`src/rtl/dcache_pkg.sv`:
```
// Shared widths, entry layout and FSM encoding for the data-cache tag array.
// Latency: n/a (types and constant functions only).
// Backpressure: n/a.
package dcache_pkg;

  // Controller states: SWEEP clears one set per cycle, READY serves traffic.
  typedef enum logic {
    ST_SWEEP = 1'b0,
    ST_READY = 1'b1
  } dc_state_e;

  function automatic int calc_off_w(input int line_bytes);
    return $clog2(line_bytes);
  endfunction

  function automatic int calc_idx_w(input int sets);
    return $clog2(sets);
  endfunction

  function automatic int calc_tag_w(input int addr_width, input int sets, input int line_bytes);
    return addr_width - $clog2(sets) - $clog2(line_bytes);
  endfunction

  // A direct-mapped cache still carries a 1-bit way field on its ports.
  function automatic int calc_way_w(input int ways);
    return (ways > 1) ? $clog2(ways) : 1;
  endfunction

  // Tree PLRU needs WAYS-1 bits; keep one dummy bit when WAYS=1 so arrays stay legal.
  function automatic int calc_plru_w(input int ways);
    return (ways > 1) ? ways - 1 : 1;
  endfunction

  // Entry layout is {dirty, valid, tag} with the tag in the low bits.
  function automatic int calc_entry_w(input int tag_w);
    return tag_w + 2;
  endfunction

  function automatic int entry_valid_pos(input int tag_w);
    return tag_w;
  endfunction

  function automatic int entry_dirty_pos(input int tag_w);
    return tag_w + 1;
  endfunction

endpackage

```
`src/rtl/dcache_plru.sv`:
```
// Tree pseudo-LRU for one set: replacement candidate and the state after touching a way.
// Latency: purely combinational.
// Backpressure: none; the caller decides whether the returned state is stored.
module dcache_plru
  import dcache_pkg::*;
#(
  parameter int  WAYS   = 2,
  localparam int WAY_W  = calc_way_w(WAYS),
  localparam int PLRU_W = calc_plru_w(WAYS)
) (
  input  logic [PLRU_W-1:0] plru_i,
  input  logic [WAY_W-1:0]  touch_way_i,
  output logic [WAY_W-1:0]  victim_way_o,
  output logic [PLRU_W-1:0] plru_next_o
);

  // Each node bit points toward the half holding the less-recently-used way.
  if (WAYS == 4) begin : g_four
    // bit 0 = root, bit 1 = ways 0/1 node, bit 2 = ways 2/3 node
    always_comb begin
      victim_way_o   = plru_i[0] ? {1'b1, plru_i[2]} : {1'b0, plru_i[1]};
      plru_next_o    = plru_i;
      plru_next_o[0] = ~touch_way_i[1];
      if (touch_way_i[1]) begin
        plru_next_o[2] = ~touch_way_i[0];
      end else begin
        plru_next_o[1] = ~touch_way_i[0];
      end
    end
  end else if (WAYS == 2) begin : g_two
    // Single node: point at the way that was not touched.
    always_comb begin
      victim_way_o = plru_i;
      plru_next_o  = ~touch_way_i;
    end
  end else begin : g_one
    // Direct-mapped: only one candidate, state never changes.
    always_comb begin
      victim_way_o = '0;
      plru_next_o  = plru_i;
    end
  end

endmodule

```
`src/rtl/dcache_tag_array.sv`:
```
// Set-associative tag store: hit/victim report per lookup, entry updates, set-by-set clear sweep.
// Latency: response and victim fields one cycle after an accepted lookup; a sweep lasts SETS cycles.
// Backpressure: lookups stall (ready low) while sweeping or while an update is presented.
module dcache_tag_array
  import dcache_pkg::*;
#(
  parameter int  ADDR_WIDTH = 32,
  parameter int  SETS       = 64,
  parameter int  WAYS       = 2,
  parameter int  LINE_BYTES = 64,
  localparam int OFF_W      = calc_off_w(LINE_BYTES),
  localparam int IDX_W      = calc_idx_w(SETS),
  localparam int TAG_W      = calc_tag_w(ADDR_WIDTH, SETS, LINE_BYTES),
  localparam int WAY_W      = calc_way_w(WAYS)
) (
  input  logic                  clk_i,
  input  logic                  rst_ni,
  input  logic                  lookup_valid_i,
  input  logic [ADDR_WIDTH-1:0] lookup_addr_i,
  output logic                  lookup_ready_o,
  output logic                  resp_valid_o,
  output logic                  resp_hit_o,
  output logic [WAY_W-1:0]      resp_way_o,
  output logic                  resp_dirty_o,
  output logic [WAY_W-1:0]      victim_way_o,
  output logic                  victim_valid_o,
  output logic                  victim_dirty_o,
  output logic [TAG_W-1:0]      victim_tag_o,
  input  logic                  upd_valid_i,
  input  logic [ADDR_WIDTH-1:0] upd_addr_i,
  input  logic [WAY_W-1:0]      upd_way_i,
  input  logic                  upd_vbit_i,
  input  logic                  upd_dbit_i,
  input  logic                  flush_i,
  output logic                  busy_o
);

  localparam int ENTRY_W = calc_entry_w(TAG_W);
  localparam int V_POS   = entry_valid_pos(TAG_W);
  localparam int D_POS   = entry_dirty_pos(TAG_W);
  localparam int PLRU_W  = calc_plru_w(WAYS);

  dc_state_e state_q, state_d;
  logic [IDX_W-1:0] sweep_cnt_q, sweep_cnt_d;

  // Storage has no reset: the sweep that follows every reset clears it.
  logic [ENTRY_W-1:0] tag_mem  [SETS][WAYS];
  logic [PLRU_W-1:0]  plru_mem [SETS];

  logic [IDX_W-1:0] lk_idx, upd_idx, plru_idx;
  logic [TAG_W-1:0] lk_tag, upd_tag;
  logic             sweep_active, lookup_fire, upd_fire, upd_way_ok;

  logic               hit, hit_dirty, inv_found;
  logic [WAY_W-1:0]   hit_way, inv_way, plru_victim, vic_way, touch_way;
  logic [ENTRY_W-1:0] vic_entry;
  logic [PLRU_W-1:0]  plru_cur, plru_next;

  // Line offset bits never matter to the tag store.
  logic unused_offset_bits;
  assign unused_offset_bits = ^{lookup_addr_i[OFF_W-1:0], upd_addr_i[OFF_W-1:0]};

  assign lk_idx  = lookup_addr_i[OFF_W +: IDX_W];
  assign lk_tag  = lookup_addr_i[OFF_W+IDX_W +: TAG_W];
  assign upd_idx = upd_addr_i[OFF_W +: IDX_W];
  assign upd_tag = upd_addr_i[OFF_W+IDX_W +: TAG_W];

  assign sweep_active = (state_q == ST_SWEEP);
  assign upd_way_ok   = (int'(upd_way_i) < WAYS);
  assign upd_fire     = upd_valid_i && (state_q == ST_READY) && upd_way_ok;
  assign lookup_fire  = lookup_valid_i && lookup_ready_o;

  // FSM state and sweep index register.
  always_ff @(posedge clk_i or negedge rst_ni) begin
    if (!rst_ni) begin
      state_q     <= ST_SWEEP;
      sweep_cnt_q <= '0;
    end else begin
      state_q     <= state_d;
      sweep_cnt_q <= sweep_cnt_d;
    end
  end

  // Next state plus busy/ready; an update in flight takes priority over a lookup.
  always_comb begin
    state_d        = state_q;
    sweep_cnt_d    = sweep_cnt_q;
    busy_o         = 1'b0;
    lookup_ready_o = 1'b0;
    unique case (state_q)
      ST_SWEEP: begin
        busy_o = 1'b1;
        if (sweep_cnt_q == IDX_W'(SETS - 1)) begin
          state_d     = ST_READY;
          sweep_cnt_d = '0;
        end else begin
          sweep_cnt_d = sweep_cnt_q + IDX_W'(1);
        end
      end
      ST_READY: begin
        lookup_ready_o = !upd_valid_i;
        if (flush_i) begin
          state_d     = ST_SWEEP;
          sweep_cnt_d = '0;
        end
      end
    endcase
  end

  // Tag compare (lowest matching way wins) and lowest invalid way for replacement.
  always_comb begin
    hit       = 1'b0;
    hit_way   = '0;
    hit_dirty = 1'b0;
    inv_found = 1'b0;
    inv_way   = '0;
    for (int w = 0; w < WAYS; w++) begin
      if (!hit && tag_mem[lk_idx][w][V_POS] && (tag_mem[lk_idx][w][TAG_W-1:0] == lk_tag)) begin
        hit       = 1'b1;
        hit_way   = WAY_W'(w);
        hit_dirty = tag_mem[lk_idx][w][D_POS];
      end
      if (!inv_found && !tag_mem[lk_idx][w][V_POS]) begin
        inv_found = 1'b1;
        inv_way   = WAY_W'(w);
      end
    end
  end

  // One PLRU port serves both users: updates and lookups never fire in the same cycle.
  assign plru_idx  = upd_valid_i ? upd_idx : lk_idx;
  assign touch_way = upd_valid_i ? upd_way_i : hit_way;
  assign plru_cur  = plru_mem[plru_idx];

  dcache_plru #(
    .WAYS (WAYS)
  ) u_plru (
    .plru_i       (plru_cur),
    .touch_way_i  (touch_way),
    .victim_way_o (plru_victim),
    .plru_next_o  (plru_next)
  );

  assign vic_way   = inv_found ? inv_way : plru_victim;
  assign vic_entry = tag_mem[lk_idx][vic_way];

  // Array writes: sweep clears a whole set; otherwise apply updates and PLRU touches.
  always_ff @(posedge clk_i) begin
    if (sweep_active) begin
      for (int w = 0; w < WAYS; w++) begin
        tag_mem[sweep_cnt_q][w] <= '0;
      end
      plru_mem[sweep_cnt_q] <= '0;
    end else begin
      if (upd_fire) begin
        tag_mem[upd_idx][upd_way_i] <= {upd_dbit_i, upd_vbit_i, upd_tag};
      end
      if (upd_fire && upd_vbit_i) begin
        plru_mem[upd_idx] <= plru_next;
      end else if (lookup_fire && hit) begin
        plru_mem[lk_idx] <= plru_next;
      end
    end
  end

  // Response/victim registers capture array state at the accept edge and hold otherwise.
  always_ff @(posedge clk_i or negedge rst_ni) begin
    if (!rst_ni) begin
      resp_valid_o   <= 1'b0;
      resp_hit_o     <= 1'b0;
      resp_way_o     <= '0;
      resp_dirty_o   <= 1'b0;
      victim_way_o   <= '0;
      victim_valid_o <= 1'b0;
      victim_dirty_o <= 1'b0;
      victim_tag_o   <= '0;
    end else begin
      resp_valid_o <= lookup_fire;
      if (lookup_fire) begin
        resp_hit_o     <= hit;
        resp_way_o     <= hit_way;
        resp_dirty_o   <= hit_dirty;
        victim_way_o   <= vic_way;
        victim_valid_o <= vic_entry[V_POS];
        victim_dirty_o <= vic_entry[D_POS];
        victim_tag_o   <= vic_entry[TAG_W-1:0];
      end
    end
  end

endmodule

```
`config.mk`:
```
export PLATFORM = sky130hd
export DESIGN_NAME = dcache_tag_array
export DESIGN_NICKNAME = d
export VERILOG_FILES = /design/src/rtl/dcache_pkg.sv /design/src/rtl/dcache_plru.sv /design/src/rtl/dcache_tag_array.sv
export SDC_FILE = /design/constraint.sdc
export NUM_CORES = 2
export LEC_CHECK = 0
export CAP_MARGIN = 10
export CORE_MARGIN = 2
export CORE_UTILIZATION = 45
export CTS_CLUSTER_SIZE = 24
export DETAILED_ROUTE_END_ITERATION = 6
export GPL_ROUTABILITY_DRIVEN = 0
export PLACE_DENSITY = 0.66
export REMOVE_ABC_BUFFERS = 1
export SETUP_SLACK_MARGIN = 0.4
export SLEW_MARGIN = 20
export SYNTH_ARGS = -nofsm -noshare
export SYNTH_HDL_FRONTEND = slang
export SYNTH_SLANG_ARGS = --single-unit
```
`constraint.sdc`:
```
create_clock -name clk_i -period 7.2 [get_ports clk_i]
set_input_delay 2.16 -clock clk_i [delete_from_list [all_inputs] [get_ports clk_i]]
set_output_delay 2.16 -clock clk_i [all_outputs]
set_load 0.03 [all_outputs]
```
==> flow_summary.html <==
<table>
<tr><th>Metric</th><th>Value</th></tr>
<tr><th colspan="2">Synth</th></tr>
<tr><td>Most used DFF post-synth</td><td>sky130_fd_sc_hd__edfxtp_1</td></tr>
<tr><td>Share of flip-flops with an asynchronous set or reset</td><td>0.0117</td></tr>
<tr><td>Count of unique library cells instantiated by Yosys</td><td>93</td></tr>
<tr><td>Number of enable-type register cells in the synthesized netlist</td><td>2,880</td></tr>
<tr><td>Top cells by area, synth</td><td>sky130_fd_sc_hd__edfxtp_1 (75%), sky130_fd_sc_hd__mux4_2 (11%), sky130_fd_sc_hd__mux2i_1 (3.3%)</td></tr>
<tr><td>Warnings, synthesis</td><td>0</td></tr>
<tr><td>Most common cell in the synthesized netlist</td><td>sky130_fd_sc_hd__edfxtp_1</td></tr>
<tr><td>Post-synth top area cell</td><td>sky130_fd_sc_hd__edfxtp_1</td></tr>
<tr><td>Synth Instances</td><td>5,710</td></tr>
<tr><td>Post-synthesis register bit count</td><td>2,914</td></tr>
<tr><td>Share of Yosys cell area claimed by the top area cell type</td><td>0.749</td></tr>
<tr><td>Seq/Total Area, Yosys</td><td>0.756</td></tr>
<tr><td>Average cell area after synthesis</td><td>20.2 um^2</td></tr>
<tr><td>Post-synth design cell area</td><td>116,000 um^2</td></tr>
<tr><td>Top cells by instance count after synthesis</td><td>sky130_fd_sc_hd__edfxtp_1 (2,880), sky130_fd_sc_hd__mux4_2 (559), sky130_fd_sc_hd__mux2i_1 (382)</td></tr>
<tr><th colspan="2">CTS</th></tr>
<tr><td>H-tree lvl count</td><td>5</td></tr>
<tr><td>Clock tree sinks</td><td>2,914</td></tr>
<tr><td>Clock root buffer</td><td>sky130_fd_sc_hd__clkbuf_16</td></tr>
<tr><td>Post-cts hold buffer count</td><td>0</td></tr>
<tr><td>Clock tree from TritonCTS</td><td>built</td></tr>
<tr><td>Post-CTS Setup Repair Bufs</td><td>0</td></tr>
<tr><td>Clock-pin slew on the worst setup and hold paths</td><td>60 ps</td></tr>
<tr><td>Max clock buf depth</td><td>4</td></tr>
<tr><td>CTS resizes</td><td>0</td></tr>
<tr><td>Clock Latency Late Sink</td><td>970 ps</td></tr>
<tr><td>Cts bufs inserted</td><td>302</td></tr>
<tr><th colspan="2">Placed design</th></tr>
<tr><td>Pre-CTS setup slack</td><td>-401 ps</td></tr>
<tr><td>Buffers on Ports</td><td>88</td></tr>
<tr><td>DP Wirelength</td><td>256 mm</td></tr>
<tr><td>Placed standard-cell area</td><td>127,000 um^2</td></tr>
<tr><th colspan="2">Final layout</th></tr>
<tr><td>Net count of the finished layout</td><td>6,700</td></tr>
<tr><td>Signed area change from the synthesized netlist to the final layout</td><td>17.6%</td></tr>
<tr><td>Fin util</td><td>0.531</td></tr>
<tr><td>Share of cells above drive strength 1</td><td>0.301</td></tr>
<tr><td>Non-Filler Cell Area, Final</td><td>136,000 um^2</td></tr>
<tr><th colspan="2">STA</th></tr>
<tr><td>Unrepaired setup endpoints after global routing</td><td>no</td></tr>
<tr><td>Pins Over Slew Limit</td><td>0</td></tr>
<tr><td>Number of failing hold endpoints at the final stage</td><td>0</td></tr>
<tr><td>Slew HR</td><td>0.133</td></tr>
<tr><td>Final period utilization</td><td>0.935</td></tr>
<tr><td>Actual slew at the worst max-slew pin</td><td>1300 ps</td></tr>
<tr><td>FMAX</td><td>149 MHz</td></tr>
<tr><td>Worst-case clock skew</td><td>65.6 ps</td></tr>
<tr><td>Setup Total Neg Slack</td><td>0 ps</td></tr>
<tr><td>Number of endpoints failing setup at the final stage</td><td>0</td></tr>
<tr><td>Worst setup margin</td><td>468 ps</td></tr>
<tr><td>Minimum clock period after layout</td><td>6730 ps</td></tr>
<tr><th colspan="2">Critical path</th></tr>
<tr><td>Sequence of cells on the critical path</td><td>buf_4 &gt; buf_4 &gt; or3b_2 &gt; nor2_1 &gt; a22oi_1 &gt; and4_1 &gt; buf_4 &gt; and4_1 &gt; nor4_2 &gt; buf_4 &gt; nand4_1 &gt; or4_1 &gt; o31ai_1 &gt; a21oi_4 &gt; buf_16</td></tr>
<tr><td>Crit. End Element</td><td>register</td></tr>
<tr><td>Required time of the worst setup path</td><td>7880 ps</td></tr>
<tr><td>Crit path DAT</td><td>7410 ps</td></tr>
<tr><td>Kind of launch point of the worst setup path</td><td>input port</td></tr>
<tr><td>Type of the worst setup path</td><td>input port to register</td></tr>
<tr><td>Maximum net fanout on the critical path</td><td>33</td></tr>
<tr><td>Biggest cell delay along the critical path</td><td>800 ps</td></tr>
<tr><td>Master of the slowest instance on the critical path</td><td>sky130_fd_sc_hd__nor2_1</td></tr>
<tr><td>Cell type with the highest occurrence count on the critical path</td><td>sky130_fd_sc_hd__buf_4</td></tr>
<tr><th colspan="2">Power and ir drop</th></tr>
<tr><td>Cell Pwr Density</td><td>288 nW/um^2</td></tr>
<tr><td>Largest vdd supply drop</td><td>0.000285 V</td></tr>
<tr><td>Static power due to leakage</td><td>45.4 nW</td></tr>
<tr><td>Post-layout power</td><td>39.2 mW</td></tr>
<tr><th colspan="2">Global route</th></tr>
<tr><td>Largest net degree at the start of global routing</td><td>95</td></tr>
<tr><td>Initial antenna violation count</td><td>31</td></tr>
<tr><td>Number of global-route vias before repair</td><td>62,990</td></tr>
<tr><td>First-pass GRT wire length</td><td>522 mm</td></tr>
<tr><td>GRT Overall Usage</td><td>0.292</td></tr>
<tr><td>Global route total overflow</td><td>0</td></tr>
<tr><th colspan="2">Route</th></tr>
<tr><td>Total Wirelength</td><td>387 mm</td></tr>
<tr><td>Vias</td><td>67,066</td></tr>
<tr><td>DRC violations left</td><td>0</td></tr>
<tr><td>Vias per std cell</td><td>6.55</td></tr>
<tr><td>Wire length per cell</td><td>37.8 um</td></tr>
<tr><td>Number of DRC violations after detailed-routing iteration 0</td><td>12,479</td></tr>
<tr><td>Router iterations before antenna repair</td><td>7</td></tr>
<tr><td>Residual antenna-violating net count after detailed routing</td><td>0</td></tr>
<tr><th colspan="2">Die</th></tr>
<tr><td>Ports</td><td>101</td></tr>
<tr><td>Die width</td><td>511 um</td></tr>
<tr><td>Vertical die dimension</td><td>511 um</td></tr>
<tr><td>Overall die area</td><td>261,000 um^2</td></tr>
<tr><td>Core area</td><td>256,000 um^2</td></tr>
<tr><td>Initial Util</td><td>0.451</td></tr>
<tr><td>Floorplan row count</td><td>186</td></tr>
<tr><th colspan="2">Status</th></tr>
<tr><td>Result of the run</td><td>completed</td></tr>
<tr><th colspan="2">Job</th></tr>
<tr><td>Max Cap Violations</td><td>0</td></tr>
<tr><th colspan="2">Worst hold path</th></tr>
<tr><td>Worst min-delay path category</td><td>register to register</td></tr>
</table>
==> through the flow <==
stage,hold slack (ps),instances
floorplan,557,5372
global placement,456,9702
detailed placement,471,9703
CTS,485,10217
global route,521,10223
finish,480,10237
==> flip-flops by register name (all words and copies together) (netlist names) <==
signal,count
resp_way_o,1
tag_mem,2816
resp_valid_o,1
resp_hit_o,1
victim_way_o,1
victim_tag_o,20
victim_dirty_o,1
resp_dirty_o,1
sweep_cnt_q,6
plru_mem,64
victim_valid_o,1
state_q,1
==> layer usage <==
metal / vias up / routed length, um / GRT usage
met3: 1068 / 57100 / 0.100
li1: 25728 / - / -
met1: 34800 / 137000 / 0.390
met2: 5458 / 165000 / 0.414
met5: - / 71 / 0
met4: 12 / 27700 / 0.173
==> area by class of cell <==
type	instances	area, um^2
Antenna cell	16	40.0
Clock buffer	368	7910
Clock inverter	146	1180
Fill cell	19662	120000
Inverter	15	58.8
Multi-Input combinational cell	2443	26400
Sequential cell	2914	87300
Tap cell	3384	4230
Timing Repair Buffer	951	8680
==> path summary, 6_finish.rpt <==
path / cells past startpoint / slack (ps) / startpoint / endpoint
max reg2reg: 12 / 2130 / tag_mem[45][14] / plru_mem[51]
min in group asynchronous: 2 / 1300 / rst_ni / resp_valid_o
min: 2 / 480 / victim_tag_o[12] / victim_tag_o[12]
max: 15 / 470 / lookup_addr_i[10] / plru_mem[51]
min reg2reg: 2 / 480 / victim_tag_o[12] / victim_tag_o[12]
max in group asynchronous: 2 / 5300 / rst_ni / resp_way_o
==> cell families (layout without fill, tap and decap cells) <==
logic type      count (synthesis)  in the layout  synth area share
mux                           982            982             0.148
buf+inv                       353           1480            0.0202
flops                        2914           2914             0.756
xor+xnor                       18             18           0.00136
other cells                     0             16                 0
fa+ha+maj                       1              1          0.000108
compound gates                614            614            0.0381
simple gates                  828            828            0.0367
==> power breakdown <==
| group | switching, mW | internal (mW) |
|---|---|---|
| registers | 0.263 | 19.4 |
| logic | 3.18 | 1.49 |
| clock network | 6.36 | 8.46 |
==> critical path: cells and delay by family <==
family	cells	cell delay (ps)
buffers and inverters	5	1140
AOI/OAI and AO/OA	3	860
and+or+nand+nor	7	3180
==> placed cells by master, fill, tap and decap left out, types with 12 or more instances in the layout <==
cell	synthesis	layout
sky130_fd_sc_hd__edfxtp_1	2880	2880
sky130_fd_sc_hd__buf_4	37	762
sky130_fd_sc_hd__mux4_2	559	559
sky130_fd_sc_hd__mux2i_1	382	382
sky130_fd_sc_hd__clkbuf_16	0	307
sky130_fd_sc_hd__nand2_1	197	196
sky130_fd_sc_hd__nor2_2	2	129
sky130_fd_sc_hd__a22oi_1	127	127
sky130_fd_sc_hd__nand3_1	115	115
sky130_fd_sc_hd__buf_12	12	98
sky130_fd_sc_hd__o22ai_1	92	92
sky130_fd_sc_hd__clkdlybuf4s50_1	0	81
sky130_fd_sc_hd__o21ai_0	78	77
sky130_fd_sc_hd__nor2_1	206	77
sky130_fd_sc_hd__clkinv_1	0	74
sky130_fd_sc_hd__o32ai_1	63	63
sky130_fd_sc_hd__clkbuf_1	95	61
sky130_fd_sc_hd__a21oi_1	54	53
sky130_fd_sc_hd__nor3_1	41	40
sky130_fd_sc_hd__clkinv_2	0	38
sky130_fd_sc_hd__dfrtp_1	34	34
sky130_fd_sc_hd__nand4_1	29	29
sky130_fd_sc_hd__mux2_2	28	28
sky130_fd_sc_hd__nor2b_1	27	23
sky130_fd_sc_hd__a221oi_1	23	23
sky130_fd_sc_hd__a31oi_1	23	23
sky130_fd_sc_hd__and3_4	0	21
sky130_fd_sc_hd__nand2b_1	21	20
sky130_fd_sc_hd__nand3b_1	20	20
sky130_fd_sc_hd__o211ai_1	19	19
sky130_fd_sc_hd__or3_1	19	19
sky130_fd_sc_hd__bufinv_16	0	19
sky130_fd_sc_hd__and3_1	39	18
sky130_fd_sc_hd__a22o_1	17	17
sky130_fd_sc_hd__diode_2	0	16
sky130_fd_sc_hd__o31ai_1	14	14
sky130_fd_sc_hd__nor4_1	14	13
sky130_fd_sc_hd__o221ai_1	13	13
sky130_fd_sc_hd__mux4_1	12	12
sky130_fd_sc_hd__a211oi_1	12	12
Note: power is estimated with default switching activity, not from simulation.
